### src/rtl/dm_cache_pkg.sv
// rtl/dm_cache_pkg.sv - shared defaults, derived geometry and FSM state type for the direct-mapped cache
package dm_cache_pkg;

    localparam int DM_ADDR_W  = 11;
    localparam int DM_DATA_W  = 8;
    localparam int DM_INDEX_W = 4;
    localparam int DM_TAG_W   = DM_ADDR_W - DM_INDEX_W;
    localparam int DM_LINES   = 1 << DM_INDEX_W;

    typedef enum logic [2:0] {
        ST_IDLE,
        ST_LOOKUP,
        ST_MEM_RD,
        ST_MEM_WR,
        ST_RESP
    } state_t;

    // Saturating 16-bit increment used by the statistics counters.
    function automatic logic [15:0] sat_inc16(input logic [15:0] v);
        return (v == 16'hFFFF) ? v : v + 16'd1;
    endfunction

endpackage

### src/rtl/dm_cache_array.sv
// rtl/dm_cache_array.sv - valid/tag/data line storage, combinational read, single write port
module dm_cache_array
    import dm_cache_pkg::*;
#(
    parameter int INDEX_W = DM_INDEX_W,
    parameter int TAG_W   = DM_TAG_W,
    parameter int DATA_W  = DM_DATA_W
) (
    input  logic               clk,
    input  logic               rst,
    input  logic               clr_all,
    input  logic [INDEX_W-1:0] rd_idx,
    output logic               rd_valid,
    output logic [TAG_W-1:0]   rd_tag,
    output logic [DATA_W-1:0]  rd_data,
    input  logic               wr_en,
    input  logic [INDEX_W-1:0] wr_idx,
    input  logic [TAG_W-1:0]   wr_tag,
    input  logic [DATA_W-1:0]  wr_data
);

    localparam int LINES = 1 << INDEX_W;

    logic [LINES-1:0]  valid_q;
    logic [TAG_W-1:0]  tag_mem  [LINES];
    logic [DATA_W-1:0] data_mem [LINES];

    // Valid bits: the only storage that needs reset; flush clears them all at once.
    always_ff @(posedge clk or posedge rst) begin
        if (rst) begin
            valid_q <= '0;
        end else if (clr_all) begin
            valid_q <= '0;
        end else if (wr_en) begin
            valid_q[wr_idx] <= 1'b1;
        end
    end

    // Tag and data arrays: written only through the single write port, never reset.
    always_ff @(posedge clk) begin
        if (wr_en) begin
            tag_mem[wr_idx]  <= wr_tag;
            data_mem[wr_idx] <= wr_data;
        end
    end

    assign rd_valid = valid_q[rd_idx];
    assign rd_tag   = tag_mem[rd_idx];
    assign rd_data  = data_mem[rd_idx];

endmodule

### src/rtl/dm_cache_ctrl.sv
// rtl/dm_cache_ctrl.sv - direct-mapped write-through cache controller (optional stats: DM_CACHE_STATS_EN)
module dm_cache_ctrl
    import dm_cache_pkg::*;
#(
    parameter int ADDR_W  = DM_ADDR_W,
    parameter int DATA_W  = DM_DATA_W,
    parameter int INDEX_W = DM_INDEX_W
) (
    input  logic              clk,
    input  logic              rst,
    input  logic              cpu_req,
    input  logic              cpu_we,
    input  logic [ADDR_W-1:0] cpu_addr,
    input  logic [DATA_W-1:0] cpu_wdata,
    output logic              cpu_ready,
    output logic              cpu_done,
    output logic              cpu_hit,
    output logic [DATA_W-1:0] cpu_rdata,
    input  logic              flush,
    output logic              mem_req,
    output logic              mem_we,
    output logic [ADDR_W-1:0] mem_addr,
    output logic [DATA_W-1:0] mem_wdata,
    input  logic              mem_ack,
    input  logic [DATA_W-1:0] mem_rdata,
    output logic [15:0]       hit_cnt,
    output logic [15:0]       miss_cnt
);

    localparam int TAG_W = ADDR_W - INDEX_W;

    state_t state, state_nx;

    logic              req_we;
    logic [ADDR_W-1:0] req_addr;
    logic [DATA_W-1:0] req_wdata;

    logic              line_valid;
    logic [TAG_W-1:0]  line_tag;
    logic [DATA_W-1:0] line_data;

    logic              hit;
    logic              accept;
    logic              arr_clr;
    logic              arr_we;
    logic [DATA_W-1:0] arr_wdata;

    // Flush wins over a pending request, so the CPU sees not-ready on a flush cycle.
    assign cpu_ready = (state == ST_IDLE) && !flush;
    assign accept    = cpu_ready && cpu_req;
    assign hit       = line_valid && (line_tag == req_addr[ADDR_W-1:INDEX_W]);

    // Status and memory handshake decode straight from the state so reset drops them immediately.
    assign cpu_done  = (state == ST_RESP);
    assign mem_req   = (state == ST_MEM_RD) || (state == ST_MEM_WR);
    assign mem_we    = (state == ST_MEM_WR);

    dm_cache_array #(
        .INDEX_W (INDEX_W),
        .TAG_W   (TAG_W),
        .DATA_W  (DATA_W)
    ) u_array (
        .clk      (clk),
        .rst      (rst),
        .clr_all  (arr_clr),
        .rd_idx   (req_addr[INDEX_W-1:0]),
        .rd_valid (line_valid),
        .rd_tag   (line_tag),
        .rd_data  (line_data),
        .wr_en    (arr_we),
        .wr_idx   (req_addr[INDEX_W-1:0]),
        .wr_tag   (req_addr[ADDR_W-1:INDEX_W]),
        .wr_data  (arr_wdata)
    );

    // State register.
    always_ff @(posedge clk or posedge rst) begin
        if (rst) begin
            state <= ST_IDLE;
        end else begin
            state <= state_nx;
        end
    end

    // Next-state logic plus array write/clear strobes.
    always_comb begin
        state_nx  = state;
        arr_clr   = 1'b0;
        arr_we    = 1'b0;
        arr_wdata = req_wdata;
        case (state)
            ST_IDLE: begin
                if (flush) begin
                    arr_clr = 1'b1;
                end else if (cpu_req) begin
                    state_nx = ST_LOOKUP;
                end
            end
            ST_LOOKUP: begin
                if (req_we) begin
                    // Write-through, no-write-allocate: only a hit touches the line.
                    arr_we   = hit;
                    state_nx = ST_MEM_WR;
                end else if (hit) begin
                    state_nx = ST_RESP;
                end else begin
                    state_nx = ST_MEM_RD;
                end
            end
            ST_MEM_RD: begin
                if (mem_ack) begin
                    arr_we    = 1'b1;
                    arr_wdata = mem_rdata;
                    state_nx  = ST_RESP;
                end
            end
            ST_MEM_WR: begin
                if (mem_ack) begin
                    state_nx = ST_RESP;
                end
            end
            ST_RESP: begin
                state_nx = ST_IDLE;
            end
            default: begin
                state_nx = ST_IDLE;
            end
        endcase
    end

    // Request latch, response data and memory address/data registers.
    always_ff @(posedge clk or posedge rst) begin
        if (rst) begin
            req_we    <= 1'b0;
            req_addr  <= '0;
            req_wdata <= '0;
            cpu_hit   <= 1'b0;
            cpu_rdata <= '0;
            mem_addr  <= '0;
            mem_wdata <= '0;
        end else begin
            if (accept) begin
                req_we    <= cpu_we;
                req_addr  <= cpu_addr;
                req_wdata <= cpu_wdata;
            end
            if (state == ST_LOOKUP) begin
                cpu_hit   <= hit;
                mem_addr  <= req_addr;
                mem_wdata <= req_wdata;
                if (!req_we && hit) begin
                    cpu_rdata <= line_data;
                end
            end
            if ((state == ST_MEM_RD) && mem_ack) begin
                cpu_rdata <= mem_rdata;
            end
        end
    end

`ifdef DM_CACHE_STATS_EN
    logic [15:0] hit_q;
    logic [15:0] miss_q;

    // Saturating hit/miss counters, sampled once per access in LOOKUP.
    always_ff @(posedge clk or posedge rst) begin
        if (rst) begin
            hit_q  <= '0;
            miss_q <= '0;
        end else if (state == ST_LOOKUP) begin
            if (hit) begin
                hit_q <= sat_inc16(hit_q);
            end else begin
                miss_q <= sat_inc16(miss_q);
            end
        end
    end

    assign hit_cnt  = hit_q;
    assign miss_cnt = miss_q;
`else
    assign hit_cnt  = 16'd0;
    assign miss_cnt = 16'd0;
`endif

endmodule

### config.mk
export PLATFORM = sky130hd
export DESIGN_NAME = dm_cache_ctrl
export DESIGN_NICKNAME = d
export VERILOG_FILES = /design/src/rtl/dm_cache_pkg.sv /design/src/rtl/dm_cache_array.sv /design/src/rtl/dm_cache_ctrl.sv
export SDC_FILE = /design/constraint.sdc
export NUM_CORES = 1
export LEC_CHECK = 0
export ABC_AREA = 1
export BUFFER_PORTS_ARGS = -buffer_cell sky130_fd_sc_hd__buf_4
export CAP_MARGIN = 20
export CORE_ASPECT_RATIO = 0.75
export CORE_MARGIN = 3
export CORE_UTILIZATION = 54
export DETAILED_ROUTE_END_ITERATION = 8
export GPL_ROUTABILITY_DRIVEN = 1
export GPL_TIMING_DRIVEN = 0
export PLACE_DENSITY = 0.76
export SLEW_MARGIN = 20
export SYNTH_ARGS = -nofsm -noshare
export SYNTH_HDL_FRONTEND = slang
export SYNTH_SLANG_ARGS = --single-unit
### constraint.sdc
create_clock -name clk -period 3.1 [get_ports clk]
set_input_delay 0.31 -clock clk [delete_from_list [all_inputs] [get_ports clk]]
set_output_delay 0.31 -clock clk [all_outputs]
set_load 0.02 [all_outputs]
==> results.md, run 1 <==
- Outcome: finished clean
- Commonest cells post-synth: 408 x nand2_1, 240 x edfxtp_1, 68 x inv_1
- GP Congestion: slightly below 0.9
- WP data arrival: roughly 3.2 ns
- WL per Instance: between 15 and 20 um
- Startpoint-to-endpoint class of the critical path: reg -> reg
- Post-Route Hold Slack: roughly 0.01 ns
- Dominant cell type by count on the critical path: nand2_1
- Reported leakage power: 0.006361 uW
- Synthesized cell area: 12860 sq um
- Unrepaired setup endpoints after global routing: false
- Proportion of power drawn by the clock network: 0.248
- Sequential fraction of the synthesis area: 0.6910
- Minimum period implied by the final worst setup slack: 2.962 ns
- Number of synthesized flops with an enable pin: 240
- Maximum clock frequency: between 300 and 400 MHz
- Die Footprint: approximately 26000 sq um
- Combinational fraction of design power: 0.354
- Count of state elements after synthesis: just over 300
- Largest voltage drop on the vdd net: roughly 690 uV
- Pins Over Slew Limit: 0
- Clock latency on the worst-skew pair: 0.55 ns
- Fraction of final layout cells sized beyond drive strength 1: 0.1889
- Setup TNS: 0 ns
- First-pass GRT wire length: 50570 um
- Placement row count: 48
- Min-delay worst type: in -> reg
- Dominant cell type by area after synthesis: edfxtp_1
- Synthesized area per cell: ~11 sq um
- Setup violation total in the final timing report: 0
- Most common cell in the synthesized netlist: nand2_1
- Worst stage delay on the critical path: approximately 0.36 ns
- Synth async-reset ratio: 0.2182
- Total detailed-routing wirelength: 33080 um
- Number of antenna violations at the first check in global routing: 0
- Via count of the first global-routing pass: 9186
- Post-route ant nets: 0
- Endpoint class of the critical path: flop
- Final core utilization: 0.6704
- Final hold violation count: 0
- Total power density per cell area: roughly 940 nW/um^2
- Critical path cell sequence: buf_2, inv_2, clkbuf_4, nand2_1, nand2_1, nand2_1, nand2_1, nor2_1, nand2_1, nand2_1, nor2_1, nand2_1, inv_1, nand3_4, nand2_2, buf_6, nand2_1, nor2_4, buf_4
- Clock sinks: between 300 and 400
- Switching power total: about 5500 uW
- Critical path's top delay family: simple AND/OR/NAND/NOR gates
- Height of the die: 139.6 um
- Number of cells produced by synthesis: around 1200
- Area of the core: 23180 sq um
- Worst slew pin tran: approximately 0.8 ns
- Final antenna diode count: 0
- Worst Skew: 0.01478 ns
- Maximum number of buffers from clock root to sink: 3
- Combined global-route utilization of all metal layers: 0.2551
- Bufs and invs on worst path: 6
- Final period utilization: 0.9554
- Number of H-tree branching levels: 1
- Worst Path Required: 3.35 ns
- Largest net degree at the start of global routing: slightly below 60
- Area added between synthesis and finish: 20.90%
- Top post-synthesis cells by area: edfxtp_1 56%, dfrtp_1 13%, nand2_1 12%
- Number of different library cells in the post-synthesis netlist: 27
- Overall power after layout: 14680 uW
- Syn. warnings: 0
- Residual DRC: 0
- Initial DRT Pass Iterations: 6
- Layout filler cell count: 1597
- Buffers added on ports: 64
- Switching portion of total power: 0.3767
- Clock tree from TritonCTS: yes
- Initial core utilization: 0.5546
- Filler-free cell count of the finished design: approximately 1700
- TritonCTS buffer count: 28
- Number of vias per cell after detailed routing: roughly 5.6
- First DRT Iteration DRCs: about 1200
- Global route overflow: 0
- Max FO, Critical Path: 10
- Via total after detailed routing: ~9300
- Crit-path slowest cell: dfrtp_1
- Detailed placement HPWL: between 20000 and 25000 um
- Post-layout nets: approximately 1400
- Number of max-cap violations: 0
- Sequential share of power: 0.398
- Internal Dissipation: 9148 uW
- Die Wd: 184.2 um
- Top-area cell type share of the netlist area: 0.5606
- Clock tree root buffer cell: clkbuf_16
- Primary flip-flop cell chosen by synthesis mapping: edfxtp_1
- Clock slew at reported path FFs: about 0.07 ns
- Startpoint type of the worst setup path: flop
- Slew margin rel.: 0.4690
- Post-placement cell count: 1573
- Top-Level Pins: 97
## metal layers
| metal | wire length, um | part of all wire | vias to the layer above | track usage |
|---|---|---|---|---|
| li1 | - | - | 4243 | - |
| met1 | 13180 | 0.40 | 4467 | 0.3499 |
| met2 | 15750 | 0.48 | 507 | 0.4103 |
| met3 | 2918 | 0.088 | 106 | 0.04599 |
| met4 | 1233 | 0.037 | 0 | 0.09940 |
| met5 | 0 | 0 | - | 0 |
## path summary, 6_finish.rpt
path / startpoint / slack [ns] / to / depth (start not counted)
worst min register to register: u_array.valid_q[2] / 0.48 / u_array.valid_q[2] / 2
max in group asynchronous: rst / 2.35 / req_addr[0] / 4
worst max register to register: req_addr[1] / 0.14 / u_array.tag_mem[5][3] / 19
worst min-delay path: cpu_wdata[4] / 0.01 / req_wdata[4] / 3
worst max-delay path: req_addr[1] / 0.14 / u_array.tag_mem[5][3] / 19
min in group asynchronous: rst / 0.22 / req_wdata[4] / 3
## flip-flops by register name, indices dropped and copies added, names as in the netlist
| name | cells |
|---|---|
| cpu_hit | 1 |
| mem_addr | 11 |
| req_wdata | 8 |
| req_we | 1 |
| state | 3 |
| cpu_rdata | 8 |
| u_array.valid_q | 16 |
| u_array.data_mem | 128 |
| u_array.tag_mem | 112 |
| mem_wdata | 8 |
| req_addr | 11 |
## final cells by class
class | instances | area [sq um] | area share
Buffer | 82 | 534.3 | 0.03437
Clock buffer | 32 | 757.0 | 0.04870
Clock inverter | 20 | 222.7 | 0.01433
Inverter | 72 | 322.8 | 0.02077
Multi-Input combinational cell | 741 | 3397 | 0.2186
Sequential cell | 307 | 8885 | 0.5716
Tap cell | 300 | 375.4 | 0.02415
Timing Repair Buffer | 101 | 1049 | 0.06746
## placed cells by master, fill, tap and decap left out, drive strengths merged
cell           n
a21oi         65
a22oi         64
buf          152
bufinv         5
clkbuf        62
clkinv        14
clkinvlp      13
conb          32
dfrtp         67
dlygate4sd3    1
edfxtp       240
inv           60
nand2        420
nand3         32
nor2          68
nor3           5
nor4           8
o211ai         2
o21ai         44
or2            1
## stage by stage
step / instance area (sq um) / worst slack [ns]
2_1_floorplan: 12970 / 0.1175
3_3_place_gp: 13830 / -1.225
3_5_place_dp: 13940 / -0.6697
4_1_cts: 15490 / 0.01163
5_1_grt: 15540 / 0.000003331
6_report: 15540 / 0.1382
## power by group through the flow
stage	Sequential, uW	Clock (uW)	Combinational, uW
finish	5840	3640	5190
CTS	5820	3660	5040
global placement	5870	0	4710
floorplan	5960	0	3020
global route	5900	3840	5700
detailed placement	5890	0	4860
## worst reg2reg max path: stages, from the launching register on
cell	delay (ns)
dfrtp_1	0.36
buf_2	0.18
inv_2	0.17
clkbuf_4	0.26
nand2_1	0.07
nand2_1	0.06
nand2_1	0.04
nand2_1	0.11
nor2_1	0.06
nand2_1	0.06
nand2_1	0.07
nor2_1	0.11
nand2_1	0.10
inv_1	0.12
nand3_4	0.12
nand2_2	0.12
buf_6	0.17
nand2_1	0.11
nor2_4	0.16
buf_4	0.20
## what timing repair did
action / 4_1_cts / 5_1_grt
pin swaps: 5 / 3
resized for setup: 40 / 11
cloned: 0 / 0
endpoints found under the hold margin: 67 / 0
hold buffers: 1 / 0
endpoints found under the setup margin: 240 / 240
buffers inserted: 27 / 3
## kinds of logic (layout without fill, tap and decap cells)
group / after synthesis / in the layout / synth area share
and+or+nand+nor: 534 / 534 / 0.1652
AOI/OAI and AO/OA: 175 / 175 / 0.08389
buffers and inverters: 155 / 307 / 0.05966
other: 1 / 32 / 0.0002917
DFF: 307 / 307 / 0.6910
Power figures use the tool's default switching activity.
==> inputs of run 2 (changes only) <==
Settings changed: CELL_PAD_IN_SITES_DETAIL_PLACEMENT from default to 1, CELL_PAD_IN_SITES_GLOBAL_PLACEMENT from default to 2, CORE_UTILIZATION 54 to 35, PLACE_DENSITY 0.76 to default, PLACE_DENSITY_LB_ADDON from default to 0.1, SYNTH_HIERARCHICAL from default to 1.
==> run 2 against run 1 <==
Compared with the run above: the run now ends with negative setup slack left; synthesized area is 6.4% higher; register-to-register slack lost 0.24 ns; first-iteration DRC count decreased by 27%; clock-buffer cell count rose by 26; critical path depth is 2 higher; non-clock buffer count is 21 higher; highest routed layer unchanged.
==> results.md, run 2 <==
- Outcome: finished with violations
- Violated checks: negative setup slack
- Height of the die: 177.2 um
- Clock slew at reported path FFs: approximately 0.06 ns
- TritonCTS buffer count: 35
- Pins Over Slew Limit: 0
- Number of max-cap violations: 0
- Area of the core: 38400 sq um
- Critical path cell sequence: clkinv_4, buf_12, buf_12, nand2_2, nand2_1, nand2_1, nand3_2, nand3_4, nand2_4, nand2_2, nand2_1, nor2_1, nand2_1, nor2_2, nand2_2, nand2_4, inv_6, nor3_4, nand2_2, clkinvlp_4, buf_12
- Area added between synthesis and finish: 29.28%
- Final period utilization: 1.032
- Maximum number of buffers from clock root to sink: 3
- First-pass GRT wire length: slightly below 70000 um
- Post-route ant nets: 0
- Count of state elements after synthesis: just over 300
- Syn. warnings: 6
- Final hold violation count: 0
- Number of instances on the worst hold path: 3
- Endpoint class of the critical path: flop
- Overall power after layout: about 17000 uW
- Max FO, Critical Path: 15
- Post-layout nets: ~1700
- Worst Path Required: around 3.3 ns
- Die Wd: 234.3 um
- Layout filler cell count: about 4300
- Number of cells produced by synthesis: around 1400
- Total detailed-routing wirelength: 47770 um
- Number of synthesized flops with an enable pin: 240
- Sequential fraction of the synthesis area: 0.6493
- Number of different library cells in the post-synthesis netlist: 22
- Top-Level Pins: between 90 and 100
- Global route overflow: 0
- Commonest cells post-synth: 431 x nand2_1, 256 x inv_1, 240 x edfxtp_1
- Hold Crit Endpoint: req_wdata[3]
- Via count of the first global-routing pass: approximately 11000
- Largest voltage drop on the vdd net: slightly below 600 uV
- Bufs and invs on worst path: 6
- Startpoint type of the worst setup path: flop
- Synthesized area per cell: around 9.5 sq um
- Clock tree root buffer cell: clkbuf_16
- Number of antenna violations at the first check in global routing: 0
- WP data arrival: roughly 3.4 ns
- Worst reg2reg path endpoint: u_array/data_mem[3][0]
- Detailed placement HPWL: 31750 um
- Largest register by flop count: u_array/data_mem
- Min-delay worst type: in -> reg
- Minimum period implied by the final worst setup slack: 3.200 ns
- Placement row count: a little over 60
- Final std cell area, no fill: roughly 18000 sq um
- Largest net degree at the start of global routing: 52
- Number of vias per cell after detailed routing: 4.899
- Worst slew pin tran: ~0.99 ns
- Most common cell in the synthesized netlist: nand2_1
- Setup violation total in the final timing report: around 120
- Number of H-tree branching levels: 2
- Combined global-route utilization of all metal layers: 0.2309
- Primary flip-flop cell chosen by synthesis mapping: edfxtp_1
- Critical path's top delay family: simple AND/OR/NAND/NOR gates
- Worst stage delay on the critical path: around 0.53 ns
- WL per Instance: 22.17 um
- Critical R2R Launch: req_addr[0]
- Worst reg-to-reg setup slack: -0.10 ns
- Hold path start: cpu_wdata[3]
- Clock latency on the worst-skew pair: 0.52 ns
- Reported leakage power: 0.007953 uW
- Setup TNS: -6.503 ns
- Unrepaired setup endpoints after global routing: true
- Slew margin rel.: 0.3418
- Largest registers: u_array/data_mem: 128 flops, u_array/tag_mem: 112 flops, u_array/valid_q: 16 flops
- Maximum clock frequency: roughly 310 MHz
- Crit-path slowest cell: dfrtp_2
- Initial DRT Pass Iterations: 5
- Depth of the worst register-to-register path: 21
- Placed inst area: around 15000 sq um
- Residual DRC: 0
- Top-area cell type share of the netlist area: 0.5267
- Startpoint-to-endpoint class of the critical path: reg -> reg
- Post-layout worst setup margin: -0.1003 ns
- Synth async-reset ratio: 0.2182
- Synthesized cell area: 13680 sq um
- Buffers added on ports: 64
- Clock sinks: approximately 310
- Most frequent cells in the layout: 392 x nand2_1, 240 x edfxtp_1, 237 x inv_1
- Fraction of final layout cells sized beyond drive strength 1: 0.2314
- Max reg flops: 128
- GP Congestion: between 0.7 and 0.8
- Via total after detailed routing: roughly 11000
- First DRT Iteration DRCs: about 860
- Die Footprint: roughly 42000 sq um
- Dominant cell type by area after synthesis: edfxtp_1
- Clock tree from TritonCTS: yes
- Total power density per cell area: 988.4 nW/um^2
- Worst Skew: about 0.013 ns
- Leading cell type in the layout, fill and taps excluded: nand2_1
- Final core utilization: 0.4606
- Initial core utilization: 0.3563
- Top post-synthesis cells by area: edfxtp_1 53%, dfrtp_1 12%, nand2_1 12%
run 2: cell count changes after synthesis, moves of 12 or more:
cell and delta:
inv_1 +188, a22oi_1 -63, o21ai_0 -12, nand2_1 +23, nand3_1 +189, a21oi_1 -25
run 2: per-layer routing:
metal,wire [um],GRT usage,part of all wire,vias up
met1,23640,0.3539,0.49,5366
li1,-,-,-,4882
met3,2617,0.04054,0.055,68
met2,20390,0.3361,0.43,241
met5,0,0,0,-
met4,1122,0.06130,0.023,0
run 2: layout make-up:
type,instances,area [sq um],area share
Sequential cell,307,8886,0.5024
Multi-Input combinational cell,808,3954,0.2235
Timing Repair Buffer,112,1190,0.06727
Clock buffer,58,1075,0.06076
Inverter,261,1035,0.05850
Buffer,92,888.4,0.05022
Tap cell,512,640.6,0.03622
Clock inverter,4,17.52,0.0009903
Antenna cell,1,2.502,0.0001415
run 2: through the flow:
step	std cells	setup slack, ns	hold WS (ns)
6_report	2155	-0.1003	0.03534
3_5_place_dp	2053	-1.794	0.4637
4_1_cts	2137	-0.1661	0.01518
5_1_grt	2154	-0.2966	0.04537
2_1_floorplan	1470	-0.1499	0.2237
3_3_place_gp	2046	-2.417	0.4735
run 2: timing repair:
item / CTS / global route
pin swaps: 11 / 46
gates resized for setup: 142 / 145
buffers inserted: 21 / 14
hold buffers: 1 / 0
endpoints found under the hold margin: 67 / 0
endpoints found under the setup margin: 266 / 261
gates cloned: 0 / 5
run 2: where the power goes:
| group | leakage (uW) | switching, uW | internal, uW | total, uW |
|---|---|---|---|---|
| clock network | 0.000534 | 1660 | 2360 | 4020 |
| registers | 0.00295 | 526 | 5390 | 5920 |
| logic | 0.00447 | 4970 | 2570 | 7550 |
| total | 0.00795 | 7160 | 10300 | 17500 |
run 2: kinds of logic (layout without fill, tap and decap cells):
group | Yosys count | in the layout | synth area share
flip-flops | 307 | 307 | 0.6493
buffers and inverters | 355 | 527 | 0.1096
AND/OR/NAND/NOR | 715 | 715 | 0.2181
AO/OA/AOI/OAI | 61 | 61 | 0.02268
other | 1 | 33 | 0.0002741
run 2: tightest hold or removal path, cell delays in order:
cell     delay [ns]
buf_4          0.08
nor2_1         0.03
a21oi_1        0.09
run 2: worst max-delay path by stage:
stage | start | end | cells after the start
floorplan | req_addr[0] | u_array/data_mem[10][0] | 20
global placement | req_addr[1] | u_array/data_mem[6][3] | 18
detailed placement | req_addr[1] | u_array/data_mem[3][0] | 18
CTS | req_addr[0] | u_array/data_mem[2][0] | 20
global route | req_addr[0] | u_array/data_mem[2][0] | 21
finish | req_addr[0] | u_array/data_mem[3][0] | 21
